===== config.mk =====
export PLATFORM = sky130hd
export DESIGN_NAME = alu_issue_stage
export DESIGN_NICKNAME = d
export VERILOG_FILES = /design/src/rtl/alu_issue_stage.sv
export SDC_FILE = /design/constraint.sdc
export NUM_CORES = 1
export LEC_CHECK = 0
export ABC_CLOCK_PERIOD_IN_PS = 2000
export CORE_MARGIN = 1.5
export CORE_UTILIZATION = 48
export CTS_CLUSTER_DIAMETER = 200
export DETAILED_ROUTE_END_ITERATION = 8
export PLACE_DENSITY = 0.8
export SYNTH_ARGS = -nofsm -noshare
export SYNTH_HDL_FRONTEND = slang
export SYNTH_SLANG_ARGS = --single-unit

===== constraint.sdc =====
create_clock -name clk -period 2 [get_ports clk]
set_input_delay 0.4 -clock clk [delete_from_list [all_inputs] [get_ports clk]]
set_output_delay 0.4 -clock clk [all_outputs]
set_load 0.1 [all_outputs]

===== src/rtl/alu_issue_stage.sv =====
// ALU issue stage: decodes an accepted instruction into EXE_CMD/val1/val2 and holds it in a
// main register backed by a one-entry skid register, so EXE back-pressure never loses an entry.
module alu_issue_stage #(
  parameter int SIZE     = 32,
  parameter int COM_SIZE = 4
) (
  input  logic                clk,
  input  logic                rst,
  input  logic                flush,
  input  logic                in_valid,
  output logic                in_ready,
  input  logic [5:0]          in_opcode,
  input  logic [SIZE-1:0]     in_rs_val,
  input  logic [SIZE-1:0]     in_rt_val,
  input  logic [15:0]         in_imm,
  input  logic [4:0]          in_dest,
  output logic                out_valid,
  input  logic                out_ready,
  output logic [SIZE-1:0]     val1,
  output logic [SIZE-1:0]     val2,
  output logic [COM_SIZE-1:0] EXE_CMD,
  output logic [4:0]          out_dest,
  output logic                out_illegal
);

  // ALU command encoding; 0 is reserved for entries carrying an undefined opcode.
  localparam logic [COM_SIZE-1:0] EXE_ADD = COM_SIZE'(1);
  localparam logic [COM_SIZE-1:0] EXE_SUB = COM_SIZE'(2);
  localparam logic [COM_SIZE-1:0] EXE_AND = COM_SIZE'(3);
  localparam logic [COM_SIZE-1:0] EXE_OR  = COM_SIZE'(4);
  localparam logic [COM_SIZE-1:0] EXE_NOR = COM_SIZE'(5);
  localparam logic [COM_SIZE-1:0] EXE_XOR = COM_SIZE'(6);
  localparam logic [COM_SIZE-1:0] EXE_SLA = COM_SIZE'(7);
  localparam logic [COM_SIZE-1:0] EXE_SLL = COM_SIZE'(8);
  localparam logic [COM_SIZE-1:0] EXE_SRA = COM_SIZE'(9);
  localparam logic [COM_SIZE-1:0] EXE_SRL = COM_SIZE'(10);

  typedef struct packed {
    logic [COM_SIZE-1:0] cmd;
    logic [SIZE-1:0]     v1;
    logic [SIZE-1:0]     v2;
    logic [4:0]          dest;
    logic                ill;
  } entry_t;

  // Handshake: a transfer happens on a side only in a cycle where both valid and ready are
  // high at the rising edge; out_* hold steady while out_valid is high and out_ready is low.
  entry_t main_q, main_d;
  entry_t skid_q, skid_d;
  logic   main_valid_q, main_valid_d;
  logic   skid_valid_q, skid_valid_d;
  entry_t new_e;
  logic   accept;
  logic   consume;

  always_comb begin
    new_e      = '0;
    new_e.dest = in_dest;
    case (in_opcode)
      6'd0:  new_e.cmd = EXE_ADD;
      6'd1:  new_e.cmd = EXE_SUB;
      6'd2:  new_e.cmd = EXE_AND;
      6'd3:  new_e.cmd = EXE_OR;
      6'd4:  new_e.cmd = EXE_NOR;
      6'd5:  new_e.cmd = EXE_XOR;
      6'd6:  new_e.cmd = EXE_SLA;
      6'd7:  new_e.cmd = EXE_SLL;
      6'd8:  new_e.cmd = EXE_SRA;
      6'd9:  new_e.cmd = EXE_SRL;
      6'd10: new_e.cmd = EXE_ADD;
      6'd11: new_e.cmd = EXE_SUB;
      default: new_e.ill = 1'b1;
    endcase
    if (in_opcode <= 6'd9) begin
      new_e.v1 = in_rs_val;
      new_e.v2 = in_rt_val;
    end else if (in_opcode <= 6'd11) begin
      new_e.v1 = in_rs_val;
      new_e.v2 = {{(SIZE-16){in_imm[15]}}, in_imm};
    end
  end

  assign in_ready = ~skid_valid_q;
  assign accept   = in_valid & in_ready;
  assign consume  = main_valid_q & out_ready;

  // The skid register is only ever occupied while main is occupied.
  always_comb begin
    main_d       = main_q;
    skid_d       = skid_q;
    main_valid_d = main_valid_q;
    skid_valid_d = skid_valid_q;
    if (flush) begin
      main_valid_d = 1'b0;
      skid_valid_d = 1'b0;
    end else if (!main_valid_q) begin
      if (accept) begin
        main_d       = new_e;
        main_valid_d = 1'b1;
      end
    end else if (consume) begin
      if (skid_valid_q) begin
        main_d       = skid_q;
        skid_valid_d = 1'b0;
      end else if (accept) begin
        main_d = new_e;
      end else begin
        main_valid_d = 1'b0;
      end
    end else if (accept) begin
      skid_d       = new_e;
      skid_valid_d = 1'b1;
    end
  end

  always_ff @(posedge clk or negedge rst) begin
    if (!rst) begin
      main_q       <= '0;
      skid_q       <= '0;
      main_valid_q <= 1'b0;
      skid_valid_q <= 1'b0;
    end else begin
      main_q       <= main_d;
      skid_q       <= skid_d;
      main_valid_q <= main_valid_d;
      skid_valid_q <= skid_valid_d;
    end
  end

  assign out_valid   = main_valid_q;
  assign val1        = main_q.v1;
  assign val2        = main_q.v2;
  assign EXE_CMD     = main_q.cmd;
  assign out_dest    = main_q.dest;
  assign out_illegal = main_q.ill;

endmodule


==> reports/qor.log, run 1 <==
[place] Final HPWL DP 11.7 mm
[final_layout] Diodes inserted 0
[synth] register bit total from synthesis 150
[clock_network] clock tree from TritonCTS built
[synth] mean cell area of the mapped netlist 10.2 um^2
[global_route] Congestion Overflow GR 0
[setup_path] endpoint of the worst register-to-register path val1[12]
[setup_path] arrival time at the worst endpoint 2110 ps
[synth] number of warnings issued by yosys 0
[routing] routed wire length per instance 17.2 um
[pwr] Power Total 10.9 mW
[sta] final slew viol count 0
[hold_path] Worst Hold Path EP skid_q[7]
[final_layout] post-layout net count 895
[setup_path] crit-path leading delay family simple AND/OR/NAND/NOR gates
[synth] most used flip-flop cell after synthesis sky130_fd_sc_hd__dfrtp_1
[clock_network] CTS max path bufs 2
[clock_network] clock transition at the register clock pins on the worst setup and hold paths after CTS 60 ps
[synth] synthesized netlist net count 707
[die] die height 117 um
[synth] Async SR Flop Fraction 1.00
[setup_path] reg2reg start skid_valid_q
[clock_network] number of buffers added by the clock tree synthesis step 17
[final_layout] post-route core utilization 0.698
[sta] setup repair after global routing missed its margin no
[setup_path] cells along the critical path nand2_2 -> or3_2 -> buf_12 -> o22ai_1 -> a21oi_1
[setup_path] largest incremental delay on the critical path 570 ps
[final_layout] fill count 947
[sta] fraction of the cycle the final worst path needs 0.907
[sta] worst-case hold slack 484 ps
[synth] count of different cell masters after synthesis 38
[clock_network] # clock sinks 150
[final_layout] Reg area 3750 um^2
[final_layout] proportion of layout cells with a drive suffix above 1 0.226
[setup_path] slowest cell on the critical path sky130_fd_sc_hd__or3_2
[final_layout] most frequent standard cell in the layout excluding fill and tap cells sky130_fd_sc_hd__dfrtp_1
[die] Die Outline Area 13700 um^2
[pwr] worst vdd ir 0.884 mV
[status] result of the run finished, final reports clean
[setup_path] CP Class reg2reg
[final_layout] Multi-input gate area 2240 um^2
[synth] post-synthesis instance area 6250 um^2
[clock_network] Clock Root Buffer sky130_fd_sc_hd__clkbuf_16
[clock_network] CTS H-tree lvls 4
[sta] Fmax 0.552 GHz
[place] RD Place Congestion 0.817
[synth] number of flops mapped to enable cells by yosys 0
[setup_path] count of cells along the worst register-to-register path 5
[flow_run] number of violations of the max-capacitance limit 0
[sta] actual transition at the worst max-transition pin 641 ps
[place] cell area reported after detailed placement 8270 um^2
[sta] Post-Route Skew 6.64 ps
[die] die width 117 um
[global_route] maximum number of pins on one net before global-route repair 56
[sta] Final Worst Setup Slack 187 ps
[setup_path] buffer and inverter count on the worst path 1
[sta] total of endpoints with negative setup slack in the final report 0
[routing] via-per-instance ratio 5.55
[global_route] number of global-route vias before repair 5533
[hold_path] worst min-delay path class reg2reg
[routing] remaining routing DRC violations 0
[clock_network] worst-skew pair later-pin latency 420 ps
[setup_path] Worst setup EP type flip-flop
[place] Setup WS pre-CTS -236 ps
[clock_network] number of gates resized after CTS 0
[sta] Final Critical Period 1810 ps
[routing] Vias 5460
[setup_path] critical-path maximum fanout 32
[routing] final wirelength 16.9 mm
[die] Row Count 41
[global_route] antenna violations before repair 0
[routing] Detailed Route Iter0 Violations 462
[pwr] Cell Pwr Density 1230 nW/um^2
[final_layout] final std cell area, no fill 8840 um^2
[final_layout] top library cells by usage in the layout, fill and taps aside sky130_fd_sc_hd__dfrtp_1, sky130_fd_sc_hd__nand2_1, sky130_fd_sc_hd__buf_4
[synth] count of mapped cells out of synthesis 611
[routing] Pre-Repair DR Iteration Count 5
[synth] Seq/Total Area, Yosys 0.601
[hold_path] critical hold path startpoint skid_q[7]
[final_layout] layout overhead on the synthesized area 41.5%
[hold_path] Worst Hold Path Cells 2
[sta] worst slew slack as a fraction of its limit 0.572
[place] IO Port Bufs 171
[pwr] reported leakage power 3.83 nW
[global_route] all-layer global routing usage 0.259
[sta] final hold violations 0
[die] I/O pins 172
[setup_path] FF-to-FF setup slack 190 ps
[die] starting density of the core 0.493
[global_route] global-route wire length before repair 26.8 mm
[setup_path] startpoint types flip-flop
[routing] post-route antenna net violation count 0
[die] area of the core 12700 um^2
[setup_path] WP data required 2290 ps
==> worst max-delay path by stage <==
| stage | endpoint | startpoint | slack (ps) | depth (start not counted) |
|---|---|---|---|---|
| 5_1_grt | val1[12] | skid_valid_q | 90 | 5 |
| 2_1_floorplan | val1[10] | out_valid | 70 | 7 |
| 6_report | val1[12] | skid_valid_q | 190 | 5 |
| 3_5_place_dp | val2[17] | in_valid | -240 | 6 |
| 4_1_cts | val1[12] | skid_valid_q | 190 | 5 |
| 3_3_place_gp | val2[16] | in_valid | -170 | 6 |
==> state kept, by name, summed over array words and instances (netlist names) <==
register      count
val2             32
out_illegal       1
EXE_CMD           4
skid_q           74
out_valid         1
out_dest          5
val1             32
skid_valid_q      1
==> routing by layer <==
layer / routed length (um) / share of wire / track usage / vias up
li1: - / - / - / 2547
met1: 7080 / 0.42 / 0.330 / 2644
met2: 8040 / 0.48 / 0.414 / 237
met3: 1440 / 0.086 / 0.0819 / 32
met4: 321 / 0.019 / 0.106 / 0
met5: 0 / 0 / 0 / -
==> power breakdown <==
part           internal [mW]  switching (mW)  total, mW
logic                   1.01            2.93       3.94
registers               3.56           0.335       3.89
clock network           1.89            1.17       3.06
==> what timing repair did <==
item	CTS	global route
hold buffers	1	0
hold endpoints to repair	43	0
buffers inserted	0	0
==> cells in the mapped netlist (all sizes together) (2+ instances only) <==
| master | count | area share |
|---|---|---|
| nand2 | 120 | 0.072 |
| o21a | 3 | 0.0036 |
| o211ai | 2 | 0.0024 |
| a211oi | 2 | 0.0032 |
| o21ai | 51 | 0.041 |
| nor2 | 31 | 0.019 |
| clkbuf | 15 | 0.0090 |
| nand2b | 3 | 0.0030 |
| inv | 3 | 0.0018 |
| dfrtp | 150 | 0.60 |
| buf | 33 | 0.035 |
| nand3 | 2 | 0.0024 |
| o22ai | 72 | 0.082 |
| nor2b | 2 | 0.0020 |
| a21oi | 93 | 0.085 |
| a22oi | 15 | 0.018 |
| nor3 | 3 | 0.0058 |
==> layout make-up <==
type                    count  share of cell area
multi-input cells         410               0.253
inverters                   3             0.00127
repair buffers            217               0.233
clock inverters             8              0.0113
flip-flops and latches    150               0.425
well taps                 172              0.0243
clock buffers              23              0.0529
==> logic make-up after synthesis <==
family,share of synthesized area
AOI/OAI and AO/OA,0.242
xor gates and xnor gates,0.00140
muxes,0.00180
DFF,0.601
buffers and inverters,0.0456
and+or+nand+nor,0.109
==> through the flow <==
stage / TNS (ps) / cells
final: 0 / 983
after global routing: 0 / 983
after CTS: 0 / 983
after detailed placement: -10640 / 951
after global placement: -6990 / 951
after floorplan: 0 / 611
==> worst min-delay path, stage by stage, from the launching register on <==
cell and delay (ps):
sky130_fd_sc_hd__dfrtp_1 340, sky130_fd_sc_hd__nand2_1 50, sky130_fd_sc_hd__o21ai_0 60
No activity file was read; power rests on OpenSTA's default activity.
==> run 2: changes to the inputs <==
GPL_TIMING_DRIVEN = 0   (was not set)
HOLD_SLACK_MARGIN = 0.1   (was not set)
==> reports/qor.log, run 2 (synthesis gave the netlist of run 1 again) <==
[setup_path] arrival time at the worst endpoint 2200 ps
[clock_network] clock transition at the register clock pins on the worst setup and hold paths after CTS 60 ps
[pwr] Cell Pwr Density 1260 nW/um^2
[setup_path] crit path to skid_q[56]
[place] RD Place Congestion 0.848
[final_layout] top library cells by usage in the layout, fill and taps aside sky130_fd_sc_hd__dfrtp_1, sky130_fd_sc_hd__nand2_1, sky130_fd_sc_hd__clkdlybuf4s50_1
[pwr] reported leakage power 3.73 nW
[die] starting density of the core 0.493
[global_route] antenna violations before repair 0
[global_route] number of global-route vias before repair 5574
[setup_path] reg2reg start skid_valid_q
[routing] Pre-Repair DR Iteration Count 5
[clock_network] worst-skew pair later-pin latency 420 ps
[status] result of the run finished, final reports clean
[setup_path] FF-to-FF setup slack 100 ps
[sta] fraction of the cycle the final worst path needs 0.962
[pwr] Power Total 11.2 mW
[sta] final hold violations 0
[sta] worst slew slack as a fraction of its limit 0.605
[final_layout] Diodes inserted 0
[clock_network] CTS H-tree lvls 4
[final_layout] register name with the most flops skid_q
[sta] Final Critical Period 1920 ps
[place] Final HPWL DP 12.6 mm
[setup_path] CP Class in2reg
[die] die height 117 um
[die] I/O pins 172
[pwr] worst vdd ir 0.724 mV
[sta] Post-Route Skew 9.00 ps
[die] area of the core 12700 um^2
[routing] Detailed Route Iter0 Violations 543
[routing] routed wire length per instance 18.3 um
[routing] final wirelength 18.0 mm
[final_layout] layout overhead on the synthesized area 42.1%
[final_layout] most frequent standard cell in the layout excluding fill and tap cells sky130_fd_sc_hd__dfrtp_1
[global_route] global-route wire length before repair 28.0 mm
[setup_path] startpoint types input pin
[global_route] all-layer global routing usage 0.271
[final_layout] Largest register FFs 74
[routing] Vias 5530
[setup_path] Worst setup EP type flip-flop
[sta] setup repair after global routing missed its margin yes
[final_layout] proportion of layout cells with a drive suffix above 1 0.213
[die] Die Outline Area 13700 um^2
[clock_network] number of buffers added by the clock tree synthesis step 17
[global_route] maximum number of pins on one net before global-route repair 110
[clock_network] post-CTS repair timing setup buffer count 0
[global_route] Congestion Overflow GR 0
[sta] Fmax 0.520 GHz
[setup_path] startpoint of the worst setup timing path out_ready
[sta] total of endpoints with negative setup slack in the final report 0
[routing] post-route antenna net violation count 0
[sta] worst-case hold slack 319 ps
[setup_path] endpoint of the worst register-to-register path val1[27]
[place] IO Port Bufs 168
[flow_run] number of violations of the max-capacitance limit 0
[clock_network] clock tree from TritonCTS built
[die] Row Count 41
[setup_path] count of cells along the worst register-to-register path 6
[setup_path] WP data required 2280 ps
[sta] actual transition at the worst max-transition pin 590 ps
[clock_network] CTS max path bufs 2
[final_layout] post-layout net count 896
[clock_network] # clock sinks 150
[die] die width 117 um
[clock_network] Clock Root Buffer sky130_fd_sc_hd__clkbuf_16
[sta] final slew viol count 0
[routing] remaining routing DRC violations 0
[routing] via-per-instance ratio 5.63
[setup_path] critical-path maximum fanout 10
[hold_path] worst min-delay path class in2reg
run 2: cell types whose count changed in the layout (fill, tap and decap cells not counted), sizes merged:
cell and change:
buf -90, bufinv +3, clkbuf +25, clkdlybuf4s15 +67, clkdlybuf4s50 -3, clkinv -3
clkinvlp +1
run 2: through the flow:
step	util	TNS (ps)	instances	worst slack, ps	instance area [um^2]
2_1_floorplan	-	0	611	74.0	6250
3_3_place_gp	0.643	-795780	951	-5610	8150
3_5_place_dp	0.645	-39790	952	-382	8180
4_1_cts	0.703	0	983	0.424	8910
5_1_grt	0.701	-3.68	983	-3.68	8880
6_report	0.701	0	983	75.8	8880
run 2: worst min-delay path by stage:
stage                 start    endpoint  slack, ps  depth (start not counted)
3_3_place_gp      skid_q[3]   skid_q[3]        460                          2
6_report       in_opcode[3]  skid_q[72]        320                          2
5_1_grt        in_opcode[3]  skid_q[72]        320                          2
3_5_place_dp            rst    val1[26]        340                          1
4_1_cts        in_opcode[3]  skid_q[72]        310                          2
2_1_floorplan           rst  EXE_CMD[0]        100                          0
run 2: repair_timing:
action	in CTS	in global routing
pin swaps	0	1
hold buffers	1	0
endpoints found under the hold margin	41	0
setup endpoints to repair	76	50
gates resized for setup	219	16
run 2: per-layer routing:
metal  global-route usage  routed length, um
met5                    0                  0
met4               0.0851                248
met3               0.0685               1310
met2                0.449               8900
met1                0.354               7540
run 2: cell type report:
class                   count  area (um^2)
well taps                 172          215
clock inverters             9          175
plain buffers              48          283
inverters                   3         11.3
flip-flops and latches    150         3750
multi-input cells         410         2220
fillers                   946         3790
clock buffers              21          460
repair buffers            170         1760
run 2: critical path: stages:
cell and delay (ps):
sky130_fd_sc_hd__clkdlybuf4s50_1 460, sky130_fd_sc_hd__and2b_1 360, sky130_fd_sc_hd__nand3_2 290, sky130_fd_sc_hd__buf_2 290
sky130_fd_sc_hd__buf_2 210, sky130_fd_sc_hd__nand2_1 90, sky130_fd_sc_hd__o21ai_0 90
run 2: power by group:
group          switching (mW)  internal, mW
sequential              0.327          3.56
clock                    1.20          2.26
combinational            2.94         0.940
total                    4.46          6.76
==> run 3: changes to the inputs <==
CAP_MARGIN = 20   (was not set)
==> results of run 3 <==
The final DEF is identical to that of run 2; final timing and power are the same.
